==> config.mk <==
export PLATFORM = sky130hd
export DESIGN_NAME = fnd_scan_decoder_flat
export DESIGN_NICKNAME = d
export VERILOG_FILES = /design/src/rtl/fnd_scan_decoder_if.sv /design/src/rtl/fnd_scan_decoder.sv /design/src/flat_wrapper.sv
export SDC_FILE = /design/constraint.sdc
export NUM_CORES = 1
export LEC_CHECK = 0
export BUFFER_PORTS_ARGS = -buffer_cell sky130_fd_sc_hd__buf_2
export CORE_ASPECT_RATIO = 0.5
export CORE_MARGIN = 2
export CORE_UTILIZATION = 60
export DETAILED_ROUTE_END_ITERATION = 8
export GPL_TIMING_DRIVEN = 0
export HOLD_SLACK_MARGIN = 0.08
export PLACE_DENSITY = 0.79
export SLEW_MARGIN = 30
export SYNTH_ARGS = -nofsm -noshare
export SYNTH_HDL_FRONTEND = slang
export SYNTH_SLANG_ARGS = --single-unit
==> constraint.sdc <==
create_clock -name clk -period 2.2 [get_ports clk]
set_input_delay 0.22 -clock clk [delete_from_list [all_inputs] [get_ports clk]]
set_output_delay 0.22 -clock clk [all_outputs]
set_load 0.005 [all_outputs]
==> src/rtl/fnd_scan_decoder_if.sv <==
// rtl/fnd_scan_decoder_if.sv - display value in, digit enables/segments/busy out
interface fnd_scan_decoder_if;
    logic [13:0] fndData;
    logic [3:0]  fndCom;
    logic [7:0]  fndFont;
    logic        conv_busy;

    modport master (output fndData, input fndCom, input fndFont, input conv_busy);
    modport slave  (input fndData, output fndCom, output fndFont, output conv_busy);
endinterface

==> src/rtl/fnd_scan_decoder.sv <==
// rtl/fnd_scan_decoder.sv - binary-to-BCD double-dabble plus 4-digit 7-seg scanner
// Optional leading-zero blanking: define FND_LEAD_ZERO_BLANK_EN.
module fnd_scan_decoder #(
    parameter int SCAN_DIV = 100_000
) (
    input  logic                clk,
    input  logic                reset,
    fnd_scan_decoder_if.slave   bus
);

    localparam int PW = (SCAN_DIV > 1) ? $clog2(SCAN_DIV) : 1;

    typedef enum logic [1:0] {IDLE, SHIFT, LOAD} state_t;

    state_t        r_state;
    logic [13:0]   r_bin;
    logic [15:0]   r_scratch;
    logic [15:0]   r_bcd;
    logic [3:0]    r_bit_cnt;
    logic          r_busy;

    logic [PW-1:0] r_presc;
    logic [1:0]    r_idx;
    logic [3:0]    r_com;
    logic [7:0]    r_font;

    logic [13:0]   w_sample;
    logic [15:0]   w_adj;
    logic          w_tick;
    logic [3:0]    w_nib;
    logic          w_blank;
    logic [3:0]    w_com;

    assign w_sample = (bus.fndData > 14'd9999) ? 14'd9999 : bus.fndData;

    always_comb begin
        w_adj = r_scratch;
        for (int k = 0; k < 4; k++) begin
            if (r_scratch[4*k +: 4] >= 4'd5)
                w_adj[4*k +: 4] = r_scratch[4*k +: 4] + 4'd3;
        end
    end

    // Conversion FSM: one sample cycle, 14 shift cycles, one load cycle
    always_ff @(posedge clk or negedge reset) begin
        if (!reset) begin
            r_state   <= IDLE;
            r_bin     <= '0;
            r_scratch <= '0;
            r_bcd     <= '0;
            r_bit_cnt <= '0;
            r_busy    <= 1'b0;
        end else begin
            case (r_state)
                IDLE: begin
                    r_bin     <= w_sample;
                    r_scratch <= '0;
                    r_bit_cnt <= '0;
                    r_busy    <= 1'b1;
                    r_state   <= SHIFT;
                end
                SHIFT: begin
                    {r_scratch, r_bin} <= {w_adj, r_bin} << 1;
                    r_bit_cnt          <= r_bit_cnt + 4'd1;
                    if (r_bit_cnt == 4'd13)
                        r_state <= LOAD;
                end
                LOAD: begin
                    r_bcd   <= r_scratch;
                    r_busy  <= 1'b0;
                    r_state <= IDLE;
                end
                default: begin
                    r_busy  <= 1'b0;
                    r_state <= IDLE;
                end
            endcase
        end
    end

    assign w_tick = (r_presc == PW'(SCAN_DIV - 1));

    always_ff @(posedge clk or negedge reset) begin
        if (!reset) begin
            r_presc <= '0;
            r_idx   <= '0;
        end else begin
            r_presc <= w_tick ? '0 : r_presc + 1'b1;
            if (w_tick)
                r_idx <= r_idx + 2'd1;
        end
    end

    always_comb begin
        w_nib = r_bcd[3:0];
        w_com = 4'b1110;
        case (r_idx)
            2'd0: begin w_nib = r_bcd[3:0];   w_com = 4'b1110; end
            2'd1: begin w_nib = r_bcd[7:4];   w_com = 4'b1101; end
            2'd2: begin w_nib = r_bcd[11:8];  w_com = 4'b1011; end
            2'd3: begin w_nib = r_bcd[15:12]; w_com = 4'b0111; end
            default: begin w_nib = r_bcd[3:0]; w_com = 4'b1110; end
        endcase
    end

`ifdef FND_LEAD_ZERO_BLANK_EN
    // A digit blanks only when it and every higher digit are zero; ones never blanks
    always_comb begin
        w_blank = 1'b0;
        case (r_idx)
            2'd3: w_blank = (r_bcd[15:12] == 4'd0);
            2'd2: w_blank = (r_bcd[15:8] == 8'd0);
            2'd1: w_blank = (r_bcd[15:4] == 12'd0);
            default: w_blank = 1'b0;
        endcase
    end
`else
    assign w_blank = 1'b0;
`endif

    function automatic logic [7:0] seg7(input logic [3:0] n);
        case (n)
            4'd0:    seg7 = 8'hC0;
            4'd1:    seg7 = 8'hF9;
            4'd2:    seg7 = 8'hA4;
            4'd3:    seg7 = 8'hB0;
            4'd4:    seg7 = 8'h99;
            4'd5:    seg7 = 8'h92;
            4'd6:    seg7 = 8'h82;
            4'd7:    seg7 = 8'hF8;
            4'd8:    seg7 = 8'h80;
            4'd9:    seg7 = 8'h90;
            default: seg7 = 8'hFF;
        endcase
    endfunction

    always_ff @(posedge clk or negedge reset) begin
        if (!reset) begin
            r_com  <= 4'b1110;
            r_font <= 8'hC0;
        end else begin
            r_com  <= w_com;
            r_font <= w_blank ? 8'hFF : seg7(w_nib);
        end
    end

    assign bus.fndCom    = r_com;
    assign bus.fndFont   = r_font;
    assign bus.conv_busy = r_busy;

endmodule

==> src/flat_wrapper.sv <==
// flat-port wrapper written by rule: the top's interface ports become plain ports
module fnd_scan_decoder_flat 
#(
    parameter int SCAN_DIV = 100_000
)
  (clk, reset, bus_fndData, bus_fndCom, bus_fndFont, bus_conv_busy);
  fnd_scan_decoder_if bus_i ();
  input  logic clk;
  input  logic reset;
  input wire logic [$bits(bus_i.fndData)-1:0] bus_fndData;
  output wire logic [$bits(bus_i.fndCom)-1:0] bus_fndCom;
  output wire logic [$bits(bus_i.fndFont)-1:0] bus_fndFont;
  output wire logic [$bits(bus_i.conv_busy)-1:0] bus_conv_busy;
  assign bus_i.fndData = bus_fndData;
  assign bus_fndCom = bus_i.fndCom;
  assign bus_fndFont = bus_i.fndFont;
  assign bus_conv_busy = bus_i.conv_busy;
  fnd_scan_decoder #(.SCAN_DIV(SCAN_DIV)) u_core (.clk(clk), .reset(reset), .bus(bus_i));
endmodule
==> impl_metrics.prom <==
# TYPE chip_impl_metric gauge
chip_impl_info{name="run_status",value="complete, no violations"} 1
chip_impl_info{name="rsz_0062_raised_after_global_routing",value="false"} 1
chip_impl_metric{name="routed_wirelength",unit="mm"} 8.022
chip_impl_metric{name="drive_gt1_share",unit="%"} 18.79
chip_impl_info{name="cts-root-buf",value="clkbuf_16"} 1
chip_impl_metric{name="timing_max_transition_violations_final",unit=""} 0
chip_impl_metric{name="top_level_ports",unit=""} 29
chip_impl_metric{name="design.die.area",unit="um2"} 7507
chip_impl_metric{name="timing.final.setup_violations",unit=""} 0
chip_impl_info{name="cp-end-kind",value="flip-flop"} 1
chip_impl_metric{name="seq_area_frac_synth",unit="%"} 51.09
chip_impl_metric{name="grt_antenna_before_repair",unit=""} 0
chip_impl_metric{name="power_density",unit="nW/um2"} 803.3
chip_impl_metric{name="peakVddDrop",unit="mV"} 0.4836
chip_impl_metric{name="drt_pass1_iterations",unit=""} 4
chip_impl_metric{name="drt-wirelength-per-cell",unit="um"} 15.34
chip_impl_metric{name="fin_crit_sh",unit="%"} 92.24
chip_impl_metric{name="finalWeightedCongestion",unit=""} 0.7648
chip_impl_metric{name="syn_inst",unit=""} 386
chip_impl_metric{name="via_count",unit=""} 2925
chip_impl_metric{name="clk_latency",unit="ns"} 0.34
chip_impl_info{name="worstHoldPathType",value="in -> reg"} 1
chip_impl_metric{name="grt_pass1_vias",unit=""} 2888
chip_impl_metric{name="maximum_number_of_pins_on_one_net_before_global_route_repair",unit=""} 53
chip_impl_metric{name="port-buffer-count",unit=""} 27
chip_impl_metric{name="rows",unit=""} 21
chip_impl_metric{name="cts_max_level",unit=""} 3
chip_impl_metric{name="die-height",unit="um"} 62.28
chip_impl_metric{name="clock_sink_count",unit=""} 83
chip_impl_metric{name="ys_ff_latch",unit=""} 83
chip_impl_metric{name="total_leakage_power",unit="nW"} 2.111
chip_impl_metric{name="synth_edf_count",unit=""} 0
chip_impl_metric{name="grt_first_pass_wirelength",unit="mm"} 13.75
chip_impl_info{name="yosys_most_used_dff",value="dfrtp_1"} 1
chip_impl_metric{name="layout_nets",unit=""} 460
chip_impl_info{name="worst_setup_path_start_kind",value="flip-flop"} 1
chip_impl_metric{name="tritoncts.num_buffers",unit=""} 9
chip_impl_metric{name="worst_slew_pin_slew",unit="ns"} 0.5284
chip_impl_metric{name="yosysWarningCount",unit=""} 0
chip_impl_metric{name="synth.net_count",unit=""} 420
chip_impl_metric{name="route.antenna.remaining_nets",unit=""} 0
chip_impl_metric{name="synth.avg_cell_area",unit="um2"} 10.56
chip_impl_metric{name="power",unit="mW"} 3.749
chip_impl_info{name="cts_tree",value="built"} 1
chip_impl_metric{name="synth.lib_cells_used.distinct",unit=""} 43
chip_impl_metric{name="number_of_hold_violations_in_the_final_report",unit=""} 0
chip_impl_metric{name="fp.dieW",unit="um"} 120.6
chip_impl_metric{name="n_antenna_cell",unit=""} 0
chip_impl_info{name="criticalPathCategory",value="reg -> reg"} 1
chip_impl_metric{name="fin_tns_setup",unit="ns"} 0
chip_impl_metric{name="initial_core_util",unit="%"} 61.55
chip_impl_metric{name="area_growth",unit="%"} 14.52
chip_impl_metric{name="route.detailed.drc",unit=""} 0
chip_impl_metric{name="cp.required",unit="ns"} 2.39
chip_impl_metric{name="hold_ws",unit="ns"} 0.1925
chip_impl_metric{name="synth-async-reset-ratio",unit="%"} 100.0
chip_impl_metric{name="hpwlAfterDp",unit="mm"} 5.560
chip_impl_metric{name="reg2reg_depth",unit=""} 6
chip_impl_metric{name="core_area",unit="um2"} 6621
chip_impl_metric{name="max_cap_violations",unit=""} 0
chip_impl_metric{name="crit_path_max_fanout",unit=""} 6
chip_impl_metric{name="globalRoute.totalOverflow",unit=""} 0
chip_impl_metric{name="relSlewSlack",unit="%"} 64.77
chip_impl_metric{name="syn_area",unit="um2"} 4075
chip_impl_metric{name="violation_count_after_the_first_detailed_route_iteration",unit=""} 196
chip_impl_metric{name="clock_skew",unit="ns"} 0.01149
chip_impl_metric{name="post-route-min-period",unit="ns"} 2.029
chip_impl_metric{name="avgViaCountPerCell",unit=""} 5.593
chip_impl_metric{name="cp_data_arrival_time",unit="ns"} 2.22
chip_impl_metric{name="max_freq",unit="GHz"} 0.4928
chip_impl_metric{name="worst_hold_path_stage_count",unit=""} 3
chip_impl_metric{name="clock_tree.buffer_depth",unit=""} 2
chip_impl_metric{name="nFillCells",unit=""} 511
chip_impl_metric{name="path_clk_slew",unit="ns"} 0.07
chip_impl_metric{name="grt_usage",unit="%"} 23.75
==> synthesized netlist by cell type (2+ instances only) <==
master / instances / area share (%)
nor2_1: 18 / 1.7
nand4_1: 5 / 0.77
buf_2: 3 / 0.37
xor2_1: 8 / 1.7
dfstp_2: 4 / 2.6
mux2_2: 20 / 5.5
a22o_1: 6 / 1.3
o21ai_0: 28 / 3.4
nor3_1: 3 / 0.37
and4_1: 3 / 0.64
inv_1: 25 / 2.3
o31ai_1: 10 / 1.8
a21oi_1: 15 / 1.8
dfrtp_1: 79 / 49
nand3_1: 9 / 1.1
xnor2_1: 14 / 3.0
mux2i_1: 7 / 1.7
nand2_1: 43 / 4.0
a22oi_1: 2 / 0.37
nand2b_1: 9 / 1.4
ha_1: 18 / 5.5
clkbuf_1: 13 / 1.2
a21o_1: 6 / 1.1
a211oi_1: 7 / 1.3
a2bb2oi_1: 4 / 0.86
a222oi_1: 4 / 0.98
nor2b_1: 7 / 1.1
==> per-layer routing <==
metal / part of all wire (%) / vias up / GRT usage, %
met4: 1.1 / 0 / 6.541
met3: 4.3 / 10 / 7.077
li1: - / 1419 / -
met1: 45 / 1433 / 30.81
met5: 0 / - / 0
met2: 49 / 63 / 39.27
==> timing repair <==
| action | 4_1_cts | 5_1_grt |
|---|---|---|
| resized for setup | 0 | 3 |
| hold buffers | 1 | 0 |
| endpoints found under the setup margin | 0 | 4 |
| endpoints found under the hold margin | 28 | 0 |
| setup buffers | 0 | 0 |
==> cell families after synthesis <==
| logic type | after synthesis | synth area share (%) |
|---|---|---|
| XOR/XNOR | 22 | 4.728 |
| other | 1 | 0.09202 |
| buffers and inverters | 43 | 4.145 |
| adder cells (fa/ha/maj) | 18 | 5.527 |
| AND/OR/NAND/NOR | 107 | 13.42 |
| AO/OA/AOI/OAI | 84 | 13.39 |
| flip-flops | 83 | 51.09 |
| multiplexers | 28 | 7.614 |
==> worst max-delay path: stages, from the launching register on <==
cell      delay, ns
dfrtp_1        0.39
inv_1          0.08
ha_1           0.25
a222oi_1       0.46
mux2i_1        0.28
a211oi_1       0.34
a31oi_1        0.08
==> layout make-up <==
type	instances	area (um2)	share of cell area, %
sequential	83	2082	44.61
multi-input combinational	260	1832	39.25
tap	92	115.1	2.466
clock inverter	5	61.31	1.314
inverter	26	97.59	2.091
buffer	17	71.32	1.528
clock buffer	11	232.7	4.987
timing repair buffer	29	175.2	3.753
==> per-stage QoR <==
stage	instances	setup slack, ns	utilization, %	cell area (um2)
6_report	523	0.1708	70.48	4667
4_1_cts	523	0.1216	70.37	4659
3_3_place_gp	505	0.2603	65.33	4325
3_5_place_dp	506	0.1536	65.78	4355
5_1_grt	523	0.05592	70.48	4667
2_1_floorplan	386	0.4525	-	4075
==> state kept, by name, indices dropped and copies added, names as in the netlist <==
signal / cells
u_core.r_state: 2
u_core.bus.fndFont: 7
u_core.bus.conv_busy: 1
u_core.r_bin: 14
u_core.r_idx: 2
u_core.bus.fndCom: 4
u_core.r_presc: 17
u_core.r_bit_cnt: 4
u_core.r_bcd: 16
u_core.r_scratch: 16
==> cell usage in the layout, fill, tap and decap left out, types with 2 or more instances in the layout <==
master,instances
a211oi_1,7
a21o_1,6
a21oi_1,14
a222oi_1,4
a22o_1,6
a22oi_1,2
a2bb2oi_1,4
and4_1,3
buf_2,29
buf_4,2
clkbuf_1,15
clkbuf_16,9
clkinvlp_4,3
dfrtp_1,79
dfstp_2,4
ha_1,18
inv_1,25
mux2_2,20
mux2i_1,6
nand2_1,43
nand2b_1,9
nand3_1,9
nand4_1,5
nor2_1,18
nor2b_1,7
nor3_1,3
o21ai_0,27
o31ai_1,10
xnor2_1,14
xor2_1,8
==> report_power, final <==
group / total, mW / internal (mW) / switching (mW)
Combinational: 0.504 / 0.222 / 0.282
Sequential: 1.77 / 1.70 / 0.0712
Clock: 1.47 / 0.883 / 0.589
Total: 3.75 / 2.81 / 0.941
==> final timing paths <==
path,from,endpoint,slack [ns]
worst max-delay path,u_core.r_idx[1],u_core.bus.fndFont[4],0.17
worst min-delay path,bus_fndData[8],u_core.r_bin[8],0.19
worst max register to register,u_core.r_idx[1],u_core.bus.fndFont[4],0.17
worst min register to register,u_core.r_presc[0],u_core.r_presc[0],0.49
max in group asynchronous,reset,u_core.bus.fndFont[6],1.22
min in group asynchronous,reset,u_core.r_presc[12],0.36
(Power assumes the default switching activity.)
